**src/rtl/time_entry.sv**
```systemverilog
// Front panel for the countdown timer: debounced buttons, min/sec entry, run/finish control.
// Optional macro TIME_ENTRY_CARRY_EN: seconds inc/dec carries into / borrows from minutes.
module time_entry #(
    parameter int unsigned DEB_CYCLES = 500000,
    parameter int unsigned RPT_DELAY  = 25000000,
    parameter int unsigned RPT_PERIOD = 5000000
) (
    input  logic       clk,
    input  logic       rst,
    input  logic       btn_inc,
    input  logic       btn_dec,
    input  logic       btn_sel,
    input  logic       btn_start,
    input  logic       done,
    output logic [5:0] min,
    output logic [5:0] sec,
    output logic       sel_field,
    output logic       timer_rst_n,
    output logic       running
);

    localparam int unsigned NB      = 4;
    localparam int unsigned NR      = 2;
    localparam int unsigned DW      = $clog2(DEB_CYCLES + 1);
    localparam int unsigned RPT_MAX = (RPT_DELAY > RPT_PERIOD) ? RPT_DELAY : RPT_PERIOD;
    localparam int unsigned RW      = $clog2(RPT_MAX + 1);
    localparam logic [5:0]  MAX_VAL = 6'd59;

    typedef enum logic [1:0] {EDIT, RUN, FIN} state_t;

    // Button order: 0 = inc, 1 = dec, 2 = sel, 3 = start
    logic [NB-1:0] raw;
    logic [NB-1:0] sync1, sync2;
    logic [NB-1:0] level, level_q;
    logic [DW-1:0] deb_cnt [NB];
    logic [NB-1:0] press_c;
    logic [RW-1:0] rpt_cnt [NR];
    logic [NR-1:0] rpt_first;
    logic [NR-1:0] rpt_c;

    state_t     state, state_n;
    logic [5:0] min_n, sec_n;
    logic       sel_n;
    logic       inc_evt, dec_evt, sel_evt, start_evt, any_press;

    assign raw = {btn_start, btn_sel, btn_dec, btn_inc};

    function automatic logic [5:0] up6(input logic [5:0] v);
        return (v >= MAX_VAL) ? 6'd0 : v + 6'd1;
    endfunction

    function automatic logic [5:0] dn6(input logic [5:0] v);
        return (v == 6'd0 || v > MAX_VAL) ? MAX_VAL : v - 6'd1;
    endfunction

    // Synchronise, then debounce: level follows input after DEB_CYCLES consecutive disagreements
    always_ff @(posedge clk or posedge rst) begin
        if (rst) begin
            sync1   <= '0;
            sync2   <= '0;
            level   <= '0;
            level_q <= '0;
            for (int i = 0; i < NB; i++) deb_cnt[i] <= '0;
        end else begin
            sync1   <= raw;
            sync2   <= sync1;
            level_q <= level;
            for (int i = 0; i < NB; i++) begin
                if (sync2[i] != level[i]) begin
                    if (deb_cnt[i] == DW'(DEB_CYCLES - 1)) begin
                        level[i]   <= sync2[i];
                        deb_cnt[i] <= '0;
                    end else begin
                        deb_cnt[i] <= deb_cnt[i] + DW'(1);
                    end
                end else begin
                    deb_cnt[i] <= '0;
                end
            end
        end
    end

    assign press_c = level & ~level_q;

    always_comb begin
        rpt_c = '0;
        for (int j = 0; j < NR; j++) begin
            rpt_c[j] = level[j] && !press_c[j] &&
                       (rpt_cnt[j] == (rpt_first[j] ? RW'(RPT_DELAY) : RW'(RPT_PERIOD)));
        end
    end

    // Auto-repeat timers for inc/dec; counter holds cycles since the last event
    always_ff @(posedge clk or posedge rst) begin
        if (rst) begin
            rpt_first <= '0;
            for (int j = 0; j < NR; j++) rpt_cnt[j] <= '0;
        end else begin
            for (int j = 0; j < NR; j++) begin
                if (press_c[j]) begin
                    rpt_cnt[j]   <= RW'(1);
                    rpt_first[j] <= 1'b1;
                end else if (level[j]) begin
                    if (rpt_c[j]) begin
                        rpt_cnt[j]   <= RW'(1);
                        rpt_first[j] <= 1'b0;
                    end else begin
                        rpt_cnt[j] <= rpt_cnt[j] + RW'(1);
                    end
                end else begin
                    rpt_cnt[j]   <= '0;
                    rpt_first[j] <= 1'b0;
                end
            end
        end
    end

    assign inc_evt   = press_c[0] | rpt_c[0];
    assign dec_evt   = press_c[1] | rpt_c[1];
    assign sel_evt   = press_c[2];
    assign start_evt = press_c[3];
    assign any_press = |press_c;

    always_ff @(posedge clk or posedge rst) begin
        if (rst) state <= EDIT;
        else     state <= state_n;
    end

    // Next state and next min/sec/field values
    always_comb begin
        state_n = state;
        min_n   = min;
        sec_n   = sec;
        sel_n   = sel_field;
        case (state)
            EDIT: begin
                if (start_evt) begin
                    if (min != 6'd0 || sec != 6'd0) state_n = RUN;
                end else begin
                    if (inc_evt ^ dec_evt) begin
                        if (sel_field) begin
                            min_n = inc_evt ? up6(min) : dn6(min);
                        end else begin
                            sec_n = inc_evt ? up6(sec) : dn6(sec);
`ifdef TIME_ENTRY_CARRY_EN
                            if (inc_evt && sec >= MAX_VAL) min_n = up6(min);
                            if (dec_evt && sec == 6'd0)    min_n = dn6(min);
`else
`endif
                        end
                    end
                    if (sel_evt) sel_n = ~sel_field;
                end
            end
            RUN: begin
                if (done)           state_n = FIN;
                else if (start_evt) state_n = EDIT;
            end
            FIN: begin
                if (any_press) state_n = EDIT;
            end
            default: state_n = EDIT;
        endcase
    end

    always_ff @(posedge clk or posedge rst) begin
        if (rst) begin
            min         <= '0;
            sec         <= '0;
            sel_field   <= 1'b0;
            timer_rst_n <= 1'b0;
            running     <= 1'b0;
        end else begin
            min         <= min_n;
            sec         <= sec_n;
            sel_field   <= sel_n;
            timer_rst_n <= (state_n != EDIT);
            running     <= (state_n == RUN);
        end
    end

endmodule
```
**config.mk**
```make
export PLATFORM = sky130hd
export DESIGN_NAME = time_entry
export DESIGN_NICKNAME = d
export VERILOG_FILES = /design/src/rtl/time_entry.sv
export SDC_FILE = /design/constraint.sdc
export NUM_CORES = 1
export LEC_CHECK = 0
export ABC_AREA = 1
export CAP_MARGIN = 30
export CORE_ASPECT_RATIO = 0.7
export CORE_MARGIN = 4
export CORE_UTILIZATION = 48
export DETAILED_ROUTE_END_ITERATION = 12
export PLACE_DENSITY = 0.61
export SYNTH_ARGS = -nofsm -noshare
export SYNTH_HDL_FRONTEND = slang
export SYNTH_SLANG_ARGS = --single-unit
```
**constraint.sdc**
```tcl
create_clock -name clk -period 13.4 [get_ports clk]
set_input_delay 1.34 -clock clk [delete_from_list [all_inputs] [get_ports clk]]
set_output_delay 1.34 -clock clk [all_outputs]
set_load 0.005 [all_outputs]
```
==> results of run 1 <==
sequential cells by signal, summed over array words and instances (netlist names):
register     cells
deb_cnt         76
rpt_cnt         50
min              6
sec              6
level            4
level_q          4
sync1            4
sync2            4
rpt_first        2
state            2
running          1
sel_field        1
timer_rst_n      1
metal layers:
layer | up-vias | global-route usage, % | wire length [um]
met2 | 146 | 26.7 | 7470
met1 | 3240 | 29.2 | 9890
met3 | 14 | 4.27 | 918
met5 | - | 0 | 0
met4 | 0 | 3.87 | 110
li1 | 3660 | - | -
cells by family (layout without fill, tap and decap cells):
logic type	after synthesis	count (layout)	share of synthesized area (%)
AND/OR/NAND/NOR	613	613	33.2
flip-flops	161	161	45.8
buffers and inverters	160	200	7.32
AO/OA/AOI/OAI	122	122	7.69
XOR/XNOR	35	35	3.49
adder cells (fa/ha/maj)	14	14	1.99
multiplexers	4	4	0.512
power by group through the flow:
| stage | clock [mW] | combinational [mW] | sequential (mW) |
|---|---|---|---|
| 6_report | 0.511 | 0.0266 | 0.495 |
| 2_1_floorplan | 0 | 0.0177 | 0.503 |
| 3_5_place_dp | 0 | 0.0267 | 0.504 |
| 4_1_cts | 0.524 | 0.0269 | 0.495 |
| 5_1_grt | 0.546 | 0.0314 | 0.495 |
| 3_3_place_gp | 0 | 0.0265 | 0.504 |
through the flow:
step / instances / hold WS (ns) / total power, mW / instance area, um2
4_1_cts: 1384 / 0.349 / 1.05 / 9830
5_1_grt: 1385 / 0.364 / 1.07 / 9860
2_1_floorplan: 1109 / 0.331 / 0.521 / 8790
6_report: 1385 / 0.347 / 1.03 / 9860
3_5_place_dp: 1354 / 0.335 / 0.530 / 9220
3_3_place_gp: 1354 / 0.332 / 0.530 / 9220
layout by cell type (no fill, tap or decap), types with 11 or more instances in the layout:
| cell | instances |
|---|---|
| nor2_1 | 157 |
| nand3_1 | 65 |
| ha_1 | 14 |
| dfrtp_1 | 161 |
| nor3_1 | 34 |
| a21oi_1 | 64 |
| nand2_1 | 235 |
| clkbuf_16 | 17 |
| xor2_1 | 28 |
| a211oi_1 | 11 |
| clkdlybuf4s50_1 | 21 |
| nor2_2 | 25 |
| o21ai_0 | 25 |
| inv_1 | 142 |
| nand4_1 | 35 |
| nand3_2 | 13 |
area by class of cell:
cell class              count  area [um2]  area share (%)
multi-input cells         788        4120            41.8
well taps                 236         295            2.99
repair buffers             23         245            2.49
flip-flops and latches    161        4030            40.9
clock buffers              20         457            4.63
inverters                 147         557            5.65
clock inverters            10         159            1.61
how the worst max path moves through the flow:
stage | endpoint | slack, ns
after floorplan | deb_cnt[0]$_DFF_PP0_ | 7.71
after global placement | deb_cnt[55]$_DFF_PP0_ | 9.91
after detailed placement | deb_cnt[20]$_DFF_PP0_ | 9.90
after CTS | deb_cnt[55]$_DFF_PP0_ | 10.36
after global routing | sec[2] | 10.45
final | min[2] | 10.52
==> reports/results.ini, run 1 <==
[run_status]
status=finished clean

[clock_tree]
insertion_delay_ns=0.42
cts.clk_slew.worst_paths_ns=0.06
cts_buffer_depth=2
ctsHoldBuffers=0
clock-sinks=161
postCtsSetupBuffers=0
htreeDepth=4
cts_repair_resize_count=0
clock-root-buffer=clkbuf_16
cts_made_buffers=17
cts_tree=built

[power]
power.share.sequential_pct=47.9
p_sw_share_pct=20.8
p_switching_mw=0.215
peakVddDrop_uv=72.5
leakage_nw=4.36
comb_power_share_pct=2.6
pwr-share-clk_pct=49.5
power.density_nw_per_um2=105
p_int_mw=0.818

[synthesis]
synth_commonest_cells=nand2_1 (235), dfrtp_1 (161), nor2_1 (157)
synth_area_um2=8790
synth_ff_type=dfrtp_1
ys_seq_area_share_pct=45.8
yosys_warnings=0
avgSynthCellArea_um2=7.93
synth_cell_types=47
synth_top_area_share_pct=45.8
synthCells=1109
synth.most_common_cell=nand2_1
async_flop_share_pct=100
synth_largest_area_cell=dfrtp_1
synth_seq_cells=161
synth_edf_count=0
synth_nets=1130
synthTopCellsByArea=dfrtp_1 (46%), nand2_1 (10%), nor2_1 (6.7%)

[routing]
drt-pass1-iter-count=5
vias=7060
avgViaCountPerCell=5.10
drc=0
postRouteAntennaNets=0
wl_um=18400
drtIter0Drc=501
routedWlPerCell_um=13.3

[floorplan]
coreArea_um2=18000
die_area_um2=20600
die_h_um=121
start_util_pct=48.8
num_rows=41
io_pins=22
die_width_um=170

[setup_path]
cp_num_cells=1
critPathTopFamily=buffers and inverters
cp_max_fo=10
critical_path.slowest_cell=clkdlybuf4s50_1
cp.arrival_ns=1.54
crit_start=min[2]$_DFFE_PP0P_
worstSetupPathType=reg2out
cp_data_required_time_ns=12.06
r2r-end=rpt_cnt[12]$_DFF_PP0_
critPathLaunchType=register
crit_chain=clkdlybuf4s50_1
rr_worst_depth=13
r2r_start=rpt_cnt[0]$_DFF_PP0_
endpoint_kind=primary output
reg2reg_slack_ns=11.02
worst-path-buf-inv=1
cpPeakStageDelay_ns=0.57

[sta]
setup_tns_ns=0
setup_slack_ns=10.52
final-max-slew-violation-count=0
hold_viol_final=0
layout_min_cycle_time_ns=2.88
finalCritPeriodShare_pct=21.5
slew_headroom_pct=47.7
clock.fmax_ghz=0.347
rsz0062_at_grt=false
finalSetupViolCount=0
finalClockSkew_ns=0.00919
worstMarginPinSlew_ns=0.785

[layout]
fillCellCount=1659
n_antenna_cell=0
area_delta_synth_final_pct=12.2
utilization_pct=54.8
layout-drive-gt1-share_pct=9.49
nNetsFinal=1159

[hold_path]
hold_start=sync1[1]$_DFF_PP0_
min_path_type=reg2reg
holdPathStages=0
hold_end=sync2[1]$_DFF_PP0_

[placed_design]
place_ws_ns=9.90
port_buffers=21
gp_congestion=0.849
place_hpwl_um=13000

[grt]
grt_use_total_pct=18.8
grt_overflow=0
grt_max_degree=88
antenna_found_initial=0
grt_pass1_vias=6583
grt_pass1_wl_um=31700

[run]
max_cap_violations=0

No activity file was read; power rests on OpenSTA's default activity.
==> run 2: changes to the inputs <==
Settings changed: PLACE_DENSITY 0.61 to 0.64.
Clock period 13.4 ns to 2.64 ns, I/O delays scaled along.
==> run 2 against run 1 <==
Net effect:
- largest cell class unchanged
- critical path type is now reg2reg
- sequential cell count unchanged
- power rose to 5.0 times the previous value
- critical endpoint is now min[3]$_DFFE_PP0P_
- highest routed layer unchanged
- first-iteration DRC count rose by 19%
- core utilization barely moved
- register-to-register slack worse by 10 ns
- via count shrank 0.11%
==> reports/results.ini, run 2 (synthesized netlist as in run 1, its figures left out) <==
[clock_tree]
cts_tree=built  ; unchanged
ctsHoldBuffers=0  ; unchanged
cts_buffer_depth=2  ; unchanged
cts.clk_slew.worst_paths_ns=0.07  ; was 0.06 ns
clock-sinks=161  ; unchanged
postCtsSetupBuffers=0  ; unchanged
clock-root-buffer=clkbuf_16  ; unchanged
insertion_delay_ns=0.43  ; was 0.42 ns
cts_repair_resize_count=0  ; unchanged
htreeDepth=4  ; unchanged
cts_made_buffers=17  ; unchanged

[sta]
hold_viol_final=0  ; unchanged
finalSetupViolCount=0  ; unchanged
rsz0062_at_grt=false  ; unchanged
setup_tns_ns=0  ; unchanged
setup_slack_ns=0.630  ; was 10.52 ns
finalClockSkew_ns=0.0113  ; was 0.00919 ns
finalCritPeriodShare_pct=76.1
slew_headroom_pct=64.8  ; was 47.7%
worstMarginPinSlew_ns=0.528  ; was 0.785 ns
final-max-slew-violation-count=0  ; unchanged
clock.fmax_ghz=0.497
layout_min_cycle_time_ns=2.01

[setup_path]
worstSetupPathType=reg2reg  ; was reg2out
critPathLaunchType=register  ; unchanged
cp.arrival_ns=2.32  ; was 1.54 ns
cpPeakStageDelay_ns=0.42  ; was 0.57 ns
critical_path.slowest_cell=dfrtp_1  ; was clkdlybuf4s50_1
crit_chain=inv_1, ha_1, nand2_1, nor2_1, nand2_1, nor2_2, nand3_2, nand2_2, nand2_4, nand2_4, nand3_2, nand2_1, nand2_1  ; was clkdlybuf4s50_1
endpoint_kind=register  ; was primary output
worst-path-buf-inv=1  ; unchanged
cpMostUsedCell=nand2_1
cp_max_fo=14  ; was 10
cp_data_required_time_ns=2.95  ; was 12.06 ns
critPathTopFamily=simple AND/OR/NAND/NOR gates  ; was buffers and inverters

[hold_path]
min_path_type=in2reg  ; was reg2reg

[floorplan]
num_rows=41  ; unchanged
die_area_um2=20600  ; unchanged
start_util_pct=48.8  ; unchanged
io_pins=22  ; unchanged
die_width_um=170  ; unchanged
coreArea_um2=18000  ; unchanged
die_h_um=121  ; unchanged

[routing]
postRouteAntennaNets=0  ; unchanged
drt-pass1-iter-count=5  ; unchanged
routedWlPerCell_um=12.9  ; was 13.3 um
vias=7052  ; was 7,060
avgViaCountPerCell=5.08  ; was 5.10
drc=0  ; unchanged
wl_um=18000  ; was 18,400 um
drtIter0Drc=598  ; was 501

[layout]
largestRegisters=deb_cnt x76, rpt_cnt x50  ; unchanged
final_common_cell=nand2_1  ; unchanged
seqCellArea_um2=4030  ; unchanged
stdcell_count=1389  ; was 1,385
top_register=deb_cnt  ; unchanged
n_antenna_cell=0  ; unchanged
utilization_pct=54.8  ; about the same
nNetsFinal=1161  ; was 1,159
area_delta_synth_final_pct=12.2  ; about the same
mostFrequentLayoutCells=nand2_1 (235), dfrtp_1 (161), nor2_1 (157), inv_1 (142), nand3_1 (65)  ; unchanged
layout-drive-gt1-share_pct=9.89  ; was 9.49%
fillCellCount=1629  ; was 1,659
largest_reg_flops=76  ; unchanged
multi_input_area_um2=4120  ; unchanged

[power]
pwr-share-clk_pct=48.5  ; was 49.5%
peakVddDrop_uv=369  ; was 72.5 uV
comb_power_share_pct=2.6  ; about the same
p_total_mw=5.13  ; was 1.03 mW
p_sw_share_pct=23.1  ; was 20.8%
leakage_nw=4.35  ; was 4.36 nW
power.density_nw_per_um2=521  ; was 105 nW/um2
p_int_mw=3.95  ; was 0.818 mW
p_switching_mw=1.19  ; was 0.215 mW
power.share.sequential_pct=48.9  ; was 47.9%

[placed_design]
place_ws_ns=0.650  ; was 9.90 ns
dp.cells=1357  ; was 1,354
gp_congestion=0.897  ; was 0.849
place_hpwl_um=13100  ; was 13,000 um
port_buffers=21  ; unchanged

[grt]
grt_max_degree=102  ; was 88
antenna_found_initial=0  ; unchanged
grt_use_total_pct=18.4  ; was 18.8%
grt_pass1_vias=6315  ; was 6,583
grt_pass1_wl_um=31000  ; was 31,700 um
grt_overflow=0  ; unchanged

[run]
max_cap_violations=0  ; unchanged

[run_status]
status=finished clean  ; unchanged

run 2: power groups by stage:
stage                     Combinational, mW  Sequential (mW)  Clock (mW)
after floorplan                      0.0905             2.55           0
after global placement                0.137             2.56           0
after detailed placement              0.139             2.56           0
after CTS                             0.140             2.51        2.56
after global routing                  0.158             2.51        2.66
final                                 0.134             2.51        2.49
run 2: layout make-up:
class / count / area share [%]
Multi-Input combinational cell: 788 / 41.8
Sequential cell: 161 / 40.9
Inverter: 147 / 5.63
Clock buffer: 17 / 4.31
Tap cell: 236 / 2.99
Timing Repair Buffer: 25 / 2.69
Clock inverter: 15 / 1.73
run 2: path summary, 6_finish.rpt:
path	startpoint	endpoint	slack, ns	cells past startpoint
setup / recovery	rpt_cnt[25]$_DFF_PP0_	min[3]$_DFFE_PP0P_	0.63	13
hold / removal	btn_sel	sync1[2]$_DFF_PP0_	0.27	1
setup reg to reg	rpt_cnt[25]$_DFF_PP0_	min[3]$_DFFE_PP0P_	0.63	13
hold reg to reg	sync1[0]$_DFF_PP0_	sync2[0]$_DFF_PP0_	0.35	0
max in group asynchronous	rst	min[3]$_DFFE_PP0P_	1.87	3
min in group asynchronous	rst	rpt_cnt[21]$_DFF_PP0_	0.28	3
run 2: layer usage:
| metal | vias to the layer above | GRT usage (%) | share of wire [%] |
|---|---|---|---|
| met5 | - | 0 | 0 |
| met4 | 0 | 3.77 | 0.85 |
| met3 | 13 | 4.33 | 4.8 |
| met2 | 133 | 24.4 | 39 |
| met1 | 3235 | 29.9 | 55 |
| li1 | 3671 | - | - |
run 2: through the flow:
stage	hold WS, ns	instance area [um2]
after floorplan	0.295	8790
after global routing	0.257	9860
after global placement	0.333	9260
final	0.272	9860
after CTS	0.256	9860
after detailed placement	0.337	9260
==> run 3: changes to the inputs <==
Clock period 2.64 ns to 1.7 ns, I/O delays scaled along.
==> run 3 against run 2 <==
Net effect:
- the run now ends with negative setup slack left
- power up 60%
- sequential power up 55%
- non-clock buffer count up 156
- critical path depth unchanged
- critical endpoint is now min[0]$_DFFE_PP0P_
- sequential cell count unchanged
- via count up 12%
- worst hold slack worse by 0.23 ns
- critical path type unchanged
- die area unchanged
- core utilization up 11 points
==> reports/results.ini, run 3 (synthesized netlist as in run 1, its figures left out) <==
[floorplan]
die_width_um=170  ; unchanged
coreArea_um2=18000  ; unchanged
io_pins=22  ; unchanged
num_rows=41  ; unchanged
die_area_um2=20600  ; unchanged
start_util_pct=48.8  ; unchanged
die_h_um=121  ; unchanged

[placed_design]
place_ws_ns=-0.120  ; was 0.650 ns
place_hpwl_um=14300  ; was 13,100 um
gp_congestion=0.878  ; was 0.897
postPlaceCellArea_um2=10100  ; was 9260 um2
port_buffers=21  ; unchanged
dp.cells=1464  ; was 1,357

[routing]
vias=7928  ; was 7,052
drt-pass1-iter-count=5  ; unchanged
drtIter0Drc=560  ; was 598
postRouteAntennaNets=0  ; unchanged
drc=0  ; unchanged
routedWlPerCell_um=13.7  ; was 12.9 um
avgViaCountPerCell=5.12  ; was 5.08
wl_um=21300  ; was 18,000 um

[run]
max_cap_violations=0  ; unchanged

[layout]
largestRegisters=deb_cnt x76, rpt_cnt x50  ; unchanged
stdcell_count=1549  ; was 1,389
nNetsFinal=1321  ; was 1,161
largest_reg_flops=76  ; unchanged
finalInstanceArea_um2=11800  ; was 9860 um2
final_common_cell=nand2_1  ; unchanged
layout-drive-gt1-share_pct=28.7  ; was 9.89%
mostFrequentLayoutCells=nand2_1 (200), dfrtp_1 (153), nor2_1 (147), buf_4 (142), inv_1 (133)  ; was nand2_1 (235), dfrtp_1 (161), nor2_1 (157), inv_1 (142), nand3_1 (65)
top_register=deb_cnt  ; unchanged
n_antenna_cell=0  ; unchanged
area_delta_synth_final_pct=33.9  ; was 12.2%

[sta]
slew_headroom_pct=62.0  ; was 64.8%
fin_hold_ws_ns=0.0376  ; was 0.272 ns
setup_tns_ns=-3.92  ; was 0 ns
worstMarginPinSlew_ns=0.567  ; was 0.528 ns
final-max-slew-violation-count=0  ; unchanged
finalCritPeriodShare_pct=108  ; was 76.1%
clock.fmax_ghz=0.544  ; was 0.497 GHz
finalSetupViolCount=52  ; was 0
hold_viol_final=0  ; unchanged
setup_slack_ns=-0.138  ; was 0.630 ns
finalClockSkew_ns=0.00905  ; was 0.0113 ns
rsz0062_at_grt=true  ; was false
layout_min_cycle_time_ns=1.84  ; was 2.01 ns

[clock_tree]
htreeDepth=4  ; unchanged
cts.clk_slew.worst_paths_ns=0.07  ; about the same
cts_buffer_depth=2  ; unchanged
cts_made_buffers=17  ; unchanged
ctsHoldBuffers=0  ; unchanged
cts_tree=built  ; unchanged
clock-sinks=161  ; unchanged
clock-root-buffer=clkbuf_16  ; unchanged
insertion_delay_ns=0.43  ; about the same

[setup_path]
worstSetupPathType=reg2reg  ; unchanged
critPathLaunchType=register  ; unchanged
cp_data_required_time_ns=2.01  ; was 2.95 ns
cp_max_fo=6  ; was 14
cp.arrival_ns=2.15  ; was 2.32 ns
endpoint_kind=register  ; unchanged

[grt]
antenna_found_initial=0  ; unchanged
grt_pass1_wl_um=34000  ; was 31,000 um
grt_pass1_vias=7171  ; was 6,315
grt_overflow=0  ; unchanged
grt_use_total_pct=20.2  ; was 18.4%
grt_max_degree=64  ; was 102

[power]
peakVddDrop_uv=762  ; was 369 uV
power.density_nw_per_um2=697  ; was 521 nW/um2
leakage_nw=5.32  ; was 4.35 nW

[hold_path]
min_path_type=in2async  ; was in2reg

[run_status]
status=finished with violations  ; was finished clean
violations=negative setup slack

==> run 3: worst paths after layout <==
check,startpoint,end,slack (ns),cells after the start
worst max-delay path,rpt_cnt[25]$_DFF_PP0_,min[0]$_DFFE_PP0P_,-0.14,13
worst min-delay path,rst,rpt_cnt[18]$_DFF_PP0_,0.04,2
worst max register to register,rpt_cnt[25]$_DFF_PP0_,min[0]$_DFFE_PP0P_,-0.14,13
worst min register to register,sync1[3]$_DFF_PP0_,sync2[3]$_DFF_PP0_,0.35,0
max in group asynchronous,rst,deb_cnt[59]$_DFF_PP0_,1.03,3
min in group clk,btn_start,sync1[3]$_DFF_PP0_,0.18,1
==> run 3: repair_timing <==
action                     4_1_cts  5_1_grt
setup endpoints to repair       34       95
pin swaps                       23       60
gates cloned                     2        2
gates resized for setup         37      142
buffers inserted                15       35
==> run 3: area by class of cell <==
cell class | count | area (um2)
well taps | 236 | 295
clock inverters | 10 | 150
multi-input cells | 790 | 4720
repair buffers | 181 | 1520
clock buffers | 22 | 464
inverters | 147 | 572
fillers | 1417 | 6230
flip-flops and latches | 161 | 4040
repair inverters | 2 | 16.3
==> run 3: per-layer routing <==
| layer | up-vias | GRT usage [%] | routed length (um) |
|---|---|---|---|
| li1 | 3987 | - | - |
| met1 | 3731 | 29.9 | 10600 |
| met2 | 182 | 29.8 | 9550 |
| met3 | 28 | 3.68 | 890 |
| met4 | 0 | 6.54 | 272 |
| met5 | - | 0 | 0 |
==> run 3: critical path, cell delays in order (launching register included) <==
cell and delay, ns:
dfrtp_1 0.41, inv_1 0.08, ha_1 0.15, nand2_1 0.05, nor2_1 0.09, nand2_1 0.07, nor2_2 0.11, nand3_2 0.13
nand2_4 0.12, nand2_4 0.08, nand2_4 0.13, nand3_4 0.14, nand2_2 0.09, nand2_1 0.06
==> run 3: power by group <==
group	total, mW	leakage (nW)	internal [mW]	switching, mW
clock	4.02	0.301	2.42	1.60
combinational	0.283	2.81	0.113	0.170
sequential	3.90	2.21	3.87	0.0352
==> run 3: per-stage QoR <==
step                      util (%)  power [mW]
after floorplan                  -        4.10
after global placement        56.0        4.22
after detailed placement      56.0        4.22
after CTS                     60.9        8.23
after global routing          65.4        8.46
final                         65.4        8.21
